==> config.mk <==
export PLATFORM = sky130hd
export DESIGN_NAME = arbiter
export DESIGN_NICKNAME = d
export VERILOG_FILES = /design/src/rtl/arbiter_pkg.sv /design/src/rtl/arbiter_priority_encoder.sv /design/src/rtl/arbiter.sv
export SDC_FILE = /design/constraint.sdc
export NUM_CORES = 1
export LEC_CHECK = 0
export ABC_AREA = 0
export CAP_MARGIN = 5
export CORE_AREA = 2 2 39 41
export CTS_CLUSTER_SIZE = 40
export DETAILED_ROUTE_END_ITERATION = 7
export DIE_AREA = 0 0 41 43
export GPL_ROUTABILITY_DRIVEN = 1
export GPL_TIMING_DRIVEN = 0
export PLACE_DENSITY_LB_ADDON = 0.08
export RECOVER_POWER = 50
export SYNTH_ARGS = -nofsm -noshare
export SYNTH_HDL_FRONTEND = slang
export SYNTH_SLANG_ARGS = --single-unit
export TNS_END_PERCENT = 30
==> constraint.sdc <==
create_clock -name CLK -period 0.8 [get_ports CLK]
set_input_delay 0.12 -clock CLK [delete_from_list [all_inputs] [get_ports CLK]]
set_output_delay 0.12 -clock CLK [all_outputs]
set_load 0.05 [all_outputs]
==> src/rtl/arbiter_pkg.sv <==
// Shared interconnect definitions for the bus arbiter.
// Holds the default requester count and id-width helper.
package arbiter_pkg;

  localparam int NumCores = 4;

  // Index width never drops below one bit.
  function automatic int id_width(input int n);
    return (n > 1) ? $clog2(n) : 1;
  endfunction

endpackage

==> src/rtl/arbiter_priority_encoder.sv <==
// Lowest-index-wins priority encoder.
// Returns the isolated one-hot winner and its binary index.
module arbiter_priority_encoder
  import arbiter_pkg::*;
#(
  parameter int Width   = NumCores,
  parameter int IdWidth = id_width(Width)
) (
  input  logic [Width-1:0]   req,
  output logic [Width-1:0]   onehot,
  output logic [IdWidth-1:0] idx,
  output logic               found
);

  // Scan high to low so the lowest set bit is the last write.
  always_comb begin
    onehot = '0;
    idx    = '0;
    found  = 1'b0;
    for (int i = Width - 1; i >= 0; i--) begin
      if (req[i]) begin
        onehot    = '0;
        onehot[i] = 1'b1;
        idx       = IdWidth'(i);
        found     = 1'b1;
      end
    end
  end

endmodule

==> src/rtl/arbiter.sv <==
// Fixed-priority registered bus arbiter, lowest index wins.
// Grant is a pure registered function of the previous REQ.
module arbiter
  import arbiter_pkg::*;
#(
  parameter int NumOfRequesters = NumCores,
  parameter int IdWidth         = id_width(NumOfRequesters)
) (
  input  logic                       CLK,
  input  logic                       RST,
  input  logic [NumOfRequesters-1:0] REQ,
  output logic [NumOfRequesters-1:0] ACCESS,
  output logic                       ACCESS_VALID,
  output logic [IdWidth-1:0]         ACCESS_ID
);

  logic [NumOfRequesters-1:0] pick;
  logic [IdWidth-1:0]         pick_id;
  logic                       pick_vld;

  arbiter_priority_encoder #(
    .Width   (NumOfRequesters),
    .IdWidth (IdWidth)
  ) u_enc (
    .req    (REQ),
    .onehot (pick),
    .idx    (pick_id),
    .found  (pick_vld)
  );

  always_ff @(posedge CLK) begin
    if (RST) begin
      ACCESS       <= '0;
      ACCESS_VALID <= 1'b0;
      ACCESS_ID    <= '0;
    end else begin
      ACCESS       <= pick;
      ACCESS_VALID <= pick_vld;
      ACCESS_ID    <= pick_id;
    end
  end

endmodule

; After elaboration in Yosys (flattened, before gate mapping)
; Index checks and enable logic that the tools add are counted.
[op_classes]
muxes = 11
n_reduce_logical = 3
[ops]
columns = op, count
row1 = 1-bit two-way mux, 6
row2 = 2-bit two-way mux, 3
row3 = 4-bit two-way mux, 1
row4 = 4-bit OR reduction, 1
row5 = 3-bit two-way mux, 1
row6 = 3-bit OR reduction, 1
row7 = 2-bit OR reduction, 1
[word_totals]
register_bits = 7
in_bits = 6
output_inout_bits = 7

; Logic depth before layout (Yosys ltp)
; Gate-level depths: netlist of run 1.
[logic_depth]
word_depth = 4
ltp_mapped = 2
ltp_nobuf = 2

; Cells and area by module
; A second synthesis of run 1 with hierarchy kept.
[unflattened]
hier_cells = 25
area_unflattened_um2 = 245.2
[by_module_without_submodules]
columns = mod, n_inst, cells_each, area_per_inst_um2, seq_area_each_um2
row1 = arbiter, 1, 14, 183.9, 140.1
row2 = arbiter_priority_encoder, 1, 11, 61.3, 0.0

; Worst setup path before layout of run 1
; No wires, ideal clock.
[synth_path]
path_type = flip-flop to output port
startpoint = register ACCESS[0]
endpoint = output ACCESS[0]
arrival_ns = 0.587
required_time_ns = 0.680
setup_slack_ns = 0.093
stages_incl_launch_ff = 1
cell_sequence = dfxtp_1
[synth_lines]
columns = item, line_no
row1 = start: declaration, arbiter.sv:12  ; output logic [NumOfRequesters-1:0] ACCESS,
row2 = start signal: assignment, arbiter.sv:37  ; ACCESS <= pick;
; No word-level cell between the ends.

; Final worst setup path of run 1
[layout_path]
startpoint = register ACCESS[3]
endpoint = output ACCESS[3]
; No word-level cell between the ends.

==> results.sh, run 1 <==
export IMPL_crit_buf_inv=1
export IMPL_tns_ns=-0.1850
export IMPL_cts_sinks=7
export IMPL_critPathTopFamily="flip-flops"
export IMPL_violations="setup timing"
export IMPL_syn_inst=18
export IMPL_setup_viol=7
export IMPL_h_tree_depth=1
export IMPL_initial_core_util=0.1600
export IMPL_ant_nets=0
export IMPL_coreArea_sq_mm=0.001384
export IMPL_synth_cell_area_sq_um=221.5
export IMPL_avgSynthCellArea_sq_um=12.30
export IMPL_yosysUniqueCellTypes=10
export IMPL_path_cells="buf_8"
export IMPL_placed_area_sq_um=361.6
export IMPL_vias=180
export IMPL_antenna_found_initial=0
export IMPL_ios=13
export IMPL_rows=14
export IMPL_report_final_slew_viol_count=0
export IMPL_drtIter0Drc=0
export IMPL_crit_path_start_kind="flip-flop"
export IMPL_clockBufferDepth=2
export IMPL_fin_ws_ns=-0.02923
export IMPL_period_share=1.037
export IMPL_ys_top_cells_by_count="dfxtp_1 (7), nor2_1 (2), nor2b_1 (2)"
export IMPL_final_cells=50
export IMPL_worstPathRequired_ns=0.68
export IMPL_p_per_area_mw_per_mm2=1965
export IMPL_grt_pass1_wl_um=683
export IMPL_clk_pin_slew_worst_paths_ns=0.05
export IMPL_cts_root_buf="clkbuf_4"
export IMPL_multi_input_area_sq_um=72.57
export IMPL_cts_buffers=3
export IMPL_grt_setup_unrepaired="yes"
export IMPL_yosysMostFrequentCell="dfxtp_1"
export IMPL_antenna_cells=0
export IMPL_hold_viol=0
export IMPL_dr_pass1_iters=1
export IMPL_die_area_sq_mm=0.001763
export IMPL_grt_start_max_net_pins=7
export IMPL_p_leak_nw=0.1906
export IMPL_relSlewSlack=0.8475
export IMPL_totalWireLength_um=423
export IMPL_grt_pass1_vias=192
export IMPL_drv_cap=0
export IMPL_seq_area_sq_um=148.9
export IMPL_hold_path_class="input port to flip-flop"
export IMPL_synth_ff_type="dfxtp_1"
export IMPL_grt_use_total=0.06325
export IMPL_port_buffers=12
export IMPL_grt_overflow_total=0
export IMPL_cp_slowest_cell="dfxtp_2"
export IMPL_yosysWarnings=0
export IMPL_cp_end_kind="primary output"
export IMPL_fin_nets=41
export IMPL_dp_cells=46
export IMPL_cts_setup_buffers=0
export IMPL_clock_fmax_mhz=1206
export IMPL_cts_tree="yes"
export IMPL_wl_per_cell_um=8.460
export IMPL_synthTopCellsByArea="dfxtp_1 (63%), nor4b_2 (6.8%), nor2b_1 (5.6%)"
export IMPL_min_period_ns=0.8292
export IMPL_whs_ns=0.1757
export IMPL_utilization=0.3056
export IMPL_ys_ff_latch=7
export IMPL_synthToLayoutAreaGrowth_pct=90.96
export IMPL_die_y_um=43
export IMPL_n_fill_cell=149
export IMPL_fin_area_sq_um=422.9
export IMPL_outcome="finished with violations"
export IMPL_syn_num_nets=24
export IMPL_viasPerCell=3.600
export IMPL_path_max_fanout=1
export IMPL_drive_gt1_frac=0.5294
export IMPL_synth_top_area_cell="dfxtp_1"
export IMPL_drc=0
export IMPL_worstSetupPathType="flip-flop to primary output"
export IMPL_worstPathArrival_ns=0.71
export IMPL_worst_slew_pin_slew_ns=0.2255
export IMPL_synth_top_area_frac=0.6328
export IMPL_vdd_drop_max_mv=0.6654
export IMPL_synth_edf_count=0
export IMPL_cpPeakStageDelay_ns=0.33
export IMPL_die_w_um=41
export IMPL_gp_congestion=0.6811
export IMPL_async_flop_share=0
export IMPL_yosysSeqAreaShare=0.6328
## per-layer routing
metal  track usage  share of wire  vias to the layer above
met2       0.08125           0.45                        8
met4       0.08000         0.0095                        0
met3       0.03141           0.10                        2
li1              -              -                       94
met5             0              0                        -
met1       0.06109           0.43                       76
## timing repair
action                                  CTS  global route
gates cloned                              0             0
resized for setup                        62             3
hold buffers                              0             0
endpoints found under the setup margin    7            11
## registers in the layout, indices dropped and copies added (netlist names)
signal	cells
ACCESS_VALID	1
ACCESS_ID	2
ACCESS	4
## path summary, 6_finish.rpt
kind      start         to  slack [ns]  cells after the start
max   ACCESS[3]  ACCESS[3]       -0.03                      1
min         RST  ACCESS[0]        0.18                      2
## cell families (layout without fill, tap and decap cells)
logic type | after synthesis | in the layout | synth area share
and+or+nand+nor | 9 | 9 | 0.3108
DFF | 7 | 7 | 0.6327
AOI/OAI and AO/OA | 2 | 2 | 0.05649
buffers and inverters | 0 | 16 | 0
## cells in the final DEF (no fill, tap or decap)
| cell | Yosys | final |
|---|---|---|
| dfxtp_2 | 0 | 7 |
| buf_8 | 0 | 6 |
| nor2_1 | 2 | 3 |
| clkbuf_4 | 0 | 3 |
| nor2b_1 | 2 | 2 |
| dlymetal6s2s_1 | 0 | 2 |
| clkdlybuf4s50_1 | 0 | 2 |
| a21oi_1 | 1 | 1 |
| nor4_2 | 1 | 1 |
| o21a_1 | 1 | 1 |
| and3b_1 | 1 | 1 |
| nor4b_1 | 0 | 1 |
| and2_1 | 1 | 1 |
| clkbuf_1 | 0 | 1 |
| dlygate4sd2_1 | 0 | 1 |
| buf_6 | 0 | 1 |
## cell type report
class / count / share of cell area
well taps: 16 / 0.04734
multi-input cells: 11 / 0.1716
flip-flops and latches: 7 / 0.3521
repair buffers: 12 / 0.3669
clock buffers: 4 / 0.06213
## metrics by stage
step	power (mW)	worst slack, ns
after floorplan	0.4446	0.09267
after global placement	0.5117	-0.4024
after detailed placement	0.5121	-0.4021
after CTS	0.8564	-0.04535
after global routing	0.8783	-0.06182
final	0.8310	-0.02923
## power breakdown
| part | total (mW) | switching [mW] | internal, mW |
|---|---|---|---|
| combinational | 0.144 | 0.0782 | 0.0660 |
| clock | 0.312 | 0.122 | 0.190 |
| sequential | 0.375 | 0.00807 | 0.367 |
Power figures use the tool's default switching activity.
==> run 2: changes to the inputs <==
--- a/config.mk
+++ b/config.mk
@@ -15,6 +15,7 @@
 export GPL_TIMING_DRIVEN = 0
 export PLACE_DENSITY_LB_ADDON = 0.08
 export RECOVER_POWER = 50
+export REMOVE_ABC_BUFFERS = 1
 export SYNTH_ARGS = -nofsm -noshare
 export SYNTH_HDL_FRONTEND = slang
 export SYNTH_SLANG_ARGS = --single-unit
==> results of run 2 <==
The final DEF is identical to that of run 1; final timing and power are the same.
==> run 3: changes to the inputs <==
--- a/config.mk
+++ b/config.mk
@@ -7,10 +7,9 @@
 export LEC_CHECK = 0
 export ABC_AREA = 0
 export CAP_MARGIN = 5
-export CORE_AREA = 2 2 39 41
-export CTS_CLUSTER_SIZE = 40
+export CORE_AREA = 4 4 41 43
 export DETAILED_ROUTE_END_ITERATION = 7
-export DIE_AREA = 0 0 41 43
+export DIE_AREA = 0 0 45 47
 export GPL_ROUTABILITY_DRIVEN = 1
 export GPL_TIMING_DRIVEN = 0
 export PLACE_DENSITY_LB_ADDON = 0.08
==> results.sh, run 3 (same netlist as run 1, synthesis figures left out) <==
export IMPL_place_ws_ns=-0.4141
export IMPL_totalWireLength_um=450
export IMPL_die_w_um=45
export IMPL_gp_congestion=0.6951
export IMPL_hold_viol=0
export IMPL_setup_viol=9
export IMPL_worst_slew_pin_slew_ns=0.2300
export IMPL_ios=13
export IMPL_largest_register="ACCESS"
export IMPL_antenna_cells=0
export IMPL_cts_sinks=7
export IMPL_die_y_um=47
export IMPL_worstPathRequired_ns=0.68
export IMPL_grt_pass1_vias=186
export IMPL_pwr_share_seq=0.448
export IMPL_mostFrequentLayoutCell="dfxtp_2"
export IMPL_pwr_share_comb=0.171
export IMPL_final_cell_mix="dfxtp_2 (7), buf_8 (5), nor2_1 (3), clkbuf_4 (3)"
export IMPL_drc=0
export IMPL_drv_cap=0
export IMPL_initial_core_util=0.1702
export IMPL_report_final_slew_viol_count=0
export IMPL_clk_pin_slew_worst_paths_ns=0.05
export IMPL_grt_pass1_wl_um=717
export IMPL_drive_gt1_frac=0.5588
export IMPL_largest_reg_flops=4
export IMPL_crit_path_start_kind="flip-flop"
export IMPL_grt_use_total=0.05859
export IMPL_clockBufferDepth=2
export IMPL_period_share=1.042
export IMPL_critPathTopFamily="flip-flops"
export IMPL_cts_tree="yes"
export IMPL_p_leak_nw=0.1910
export IMPL_cp_slowest_cell="dfxtp_2"
export IMPL_port_buffers=12
export IMPL_crit_buf_inv=1
export IMPL_violations="setup timing"
export IMPL_worstSetupPathType="flip-flop to primary output"
export IMPL_relSlewSlack=0.8464
export IMPL_wl_per_cell_um=9.184
export IMPL_cts_setup_buffers=0
export IMPL_largestRegisters="ACCESS: 4 flops, ACCESS_ID: 2 flops, ACCESS_VALID: 1 flops"
export IMPL_path_cells="buf_8"
export IMPL_synthToLayoutAreaGrowth_pct=91.53
export IMPL_cpPeakStageDelay_ns=0.33
export IMPL_fin_ws_ns=-0.03396
export IMPL_swShare=0.2578
export IMPL_dr_pass1_iters=1
export IMPL_h_tree_depth=1
export IMPL_cp_end_kind="primary output"
export IMPL_p_per_area_mw_per_mm2=1970
export IMPL_viasPerCell=3.714
export IMPL_n_fill_cell=140
export IMPL_antenna_found_initial=0
export IMPL_p_int_uw=620.2
export IMPL_hold_path_class="input port to flip-flop"
export IMPL_vdd_drop_max_mv=0.7161
export IMPL_clock_fmax_mhz=1199
export IMPL_path_max_fanout=1
export IMPL_min_period_ns=0.8340
export IMPL_cts_buffers=3
export IMPL_outcome="finished with violations"
export IMPL_power_frac_clock=0.382
export IMPL_drtIter0Drc=0
export IMPL_cts_root_buf="clkbuf_4"
export IMPL_grt_setup_unrepaired="yes"
export IMPL_power_uw=835.7
export IMPL_die_area_sq_mm=0.002115
export IMPL_rows=13
export IMPL_p_switching_uw=215.4
export IMPL_ant_nets=0
export IMPL_vias=182
export IMPL_worstPathArrival_ns=0.71
export IMPL_fin_nets=41
export IMPL_grt_overflow_total=0
export IMPL_coreArea_sq_mm=0.001301
export IMPL_grt_start_max_net_pins=7
run 3: cell count changes in the layout (fill, tap and decap cells not counted), sizes merged:
cell           delta
dlygate4sd3       +1
clkdlybuf4s50     -1
run 3: layer usage:
layer | vias to the layer above | GRT usage | part of all wire
li1 | 93 | - | -
met4 | 0 | 0.08772 | 0
met2 | 8 | 0.06780 | 0.48
met5 | - | 0 | 0
met3 | 0 | 0.04598 | 0.093
met1 | 81 | 0.05263 | 0.42
run 3: power by group through the flow:
stage	combinational (mW)	clock (mW)	sequential, mW
6_report	0.143	0.319	0.374
3_5_place_dp	0.138	0	0.374
4_1_cts	0.148	0.338	0.374
5_1_grt	0.150	0.370	0.375
3_3_place_gp	0.138	0	0.374
2_1_floorplan	0.0190	0	0.426
run 3: final cells by class:
class                      instances  area (sq um)  share of cell area
clock buffer                       4         26.28             0.06195
sequential                         7         148.9              0.3510
multi-input combinational         11         78.83              0.1858
tap                               15         18.77             0.04425
timing repair buffer              12         151.4              0.3569
run 3: per-stage QoR:
step / cell area (sq um) / utilization / hold slack, ns / TNS (ns) / instances
final: 424.2 / 0.3260 / 0.1845 / -0.2287 / 49
after global routing: 424.2 / 0.3260 / 0.1901 / -0.5764 / 49
after CTS: 421.7 / 0.3240 / 0.3147 / -0.3161 / 49
after detailed placement: 360.3 / 0.2769 / 0.7880 / -4.434 / 45
after global placement: 360.3 / 0.2769 / 0.7806 / -4.371 / 45
after floorplan: 221.5 / - / 0.1891 / 0 / 18
run 3: worst paths after layout:
path | from | end | slack (ns) | cells after the start
hold / removal | RST | ACCESS_VALID | 0.18 | 2
setup / recovery | ACCESS[2] | ACCESS[2] | -0.03 | 1
run 3: repair_timing:
item	4_1_cts	5_1_grt
hold endpoints to repair	0	0
resized for setup	62	2
setup endpoints to repair	8	10
hold buffers	0	0
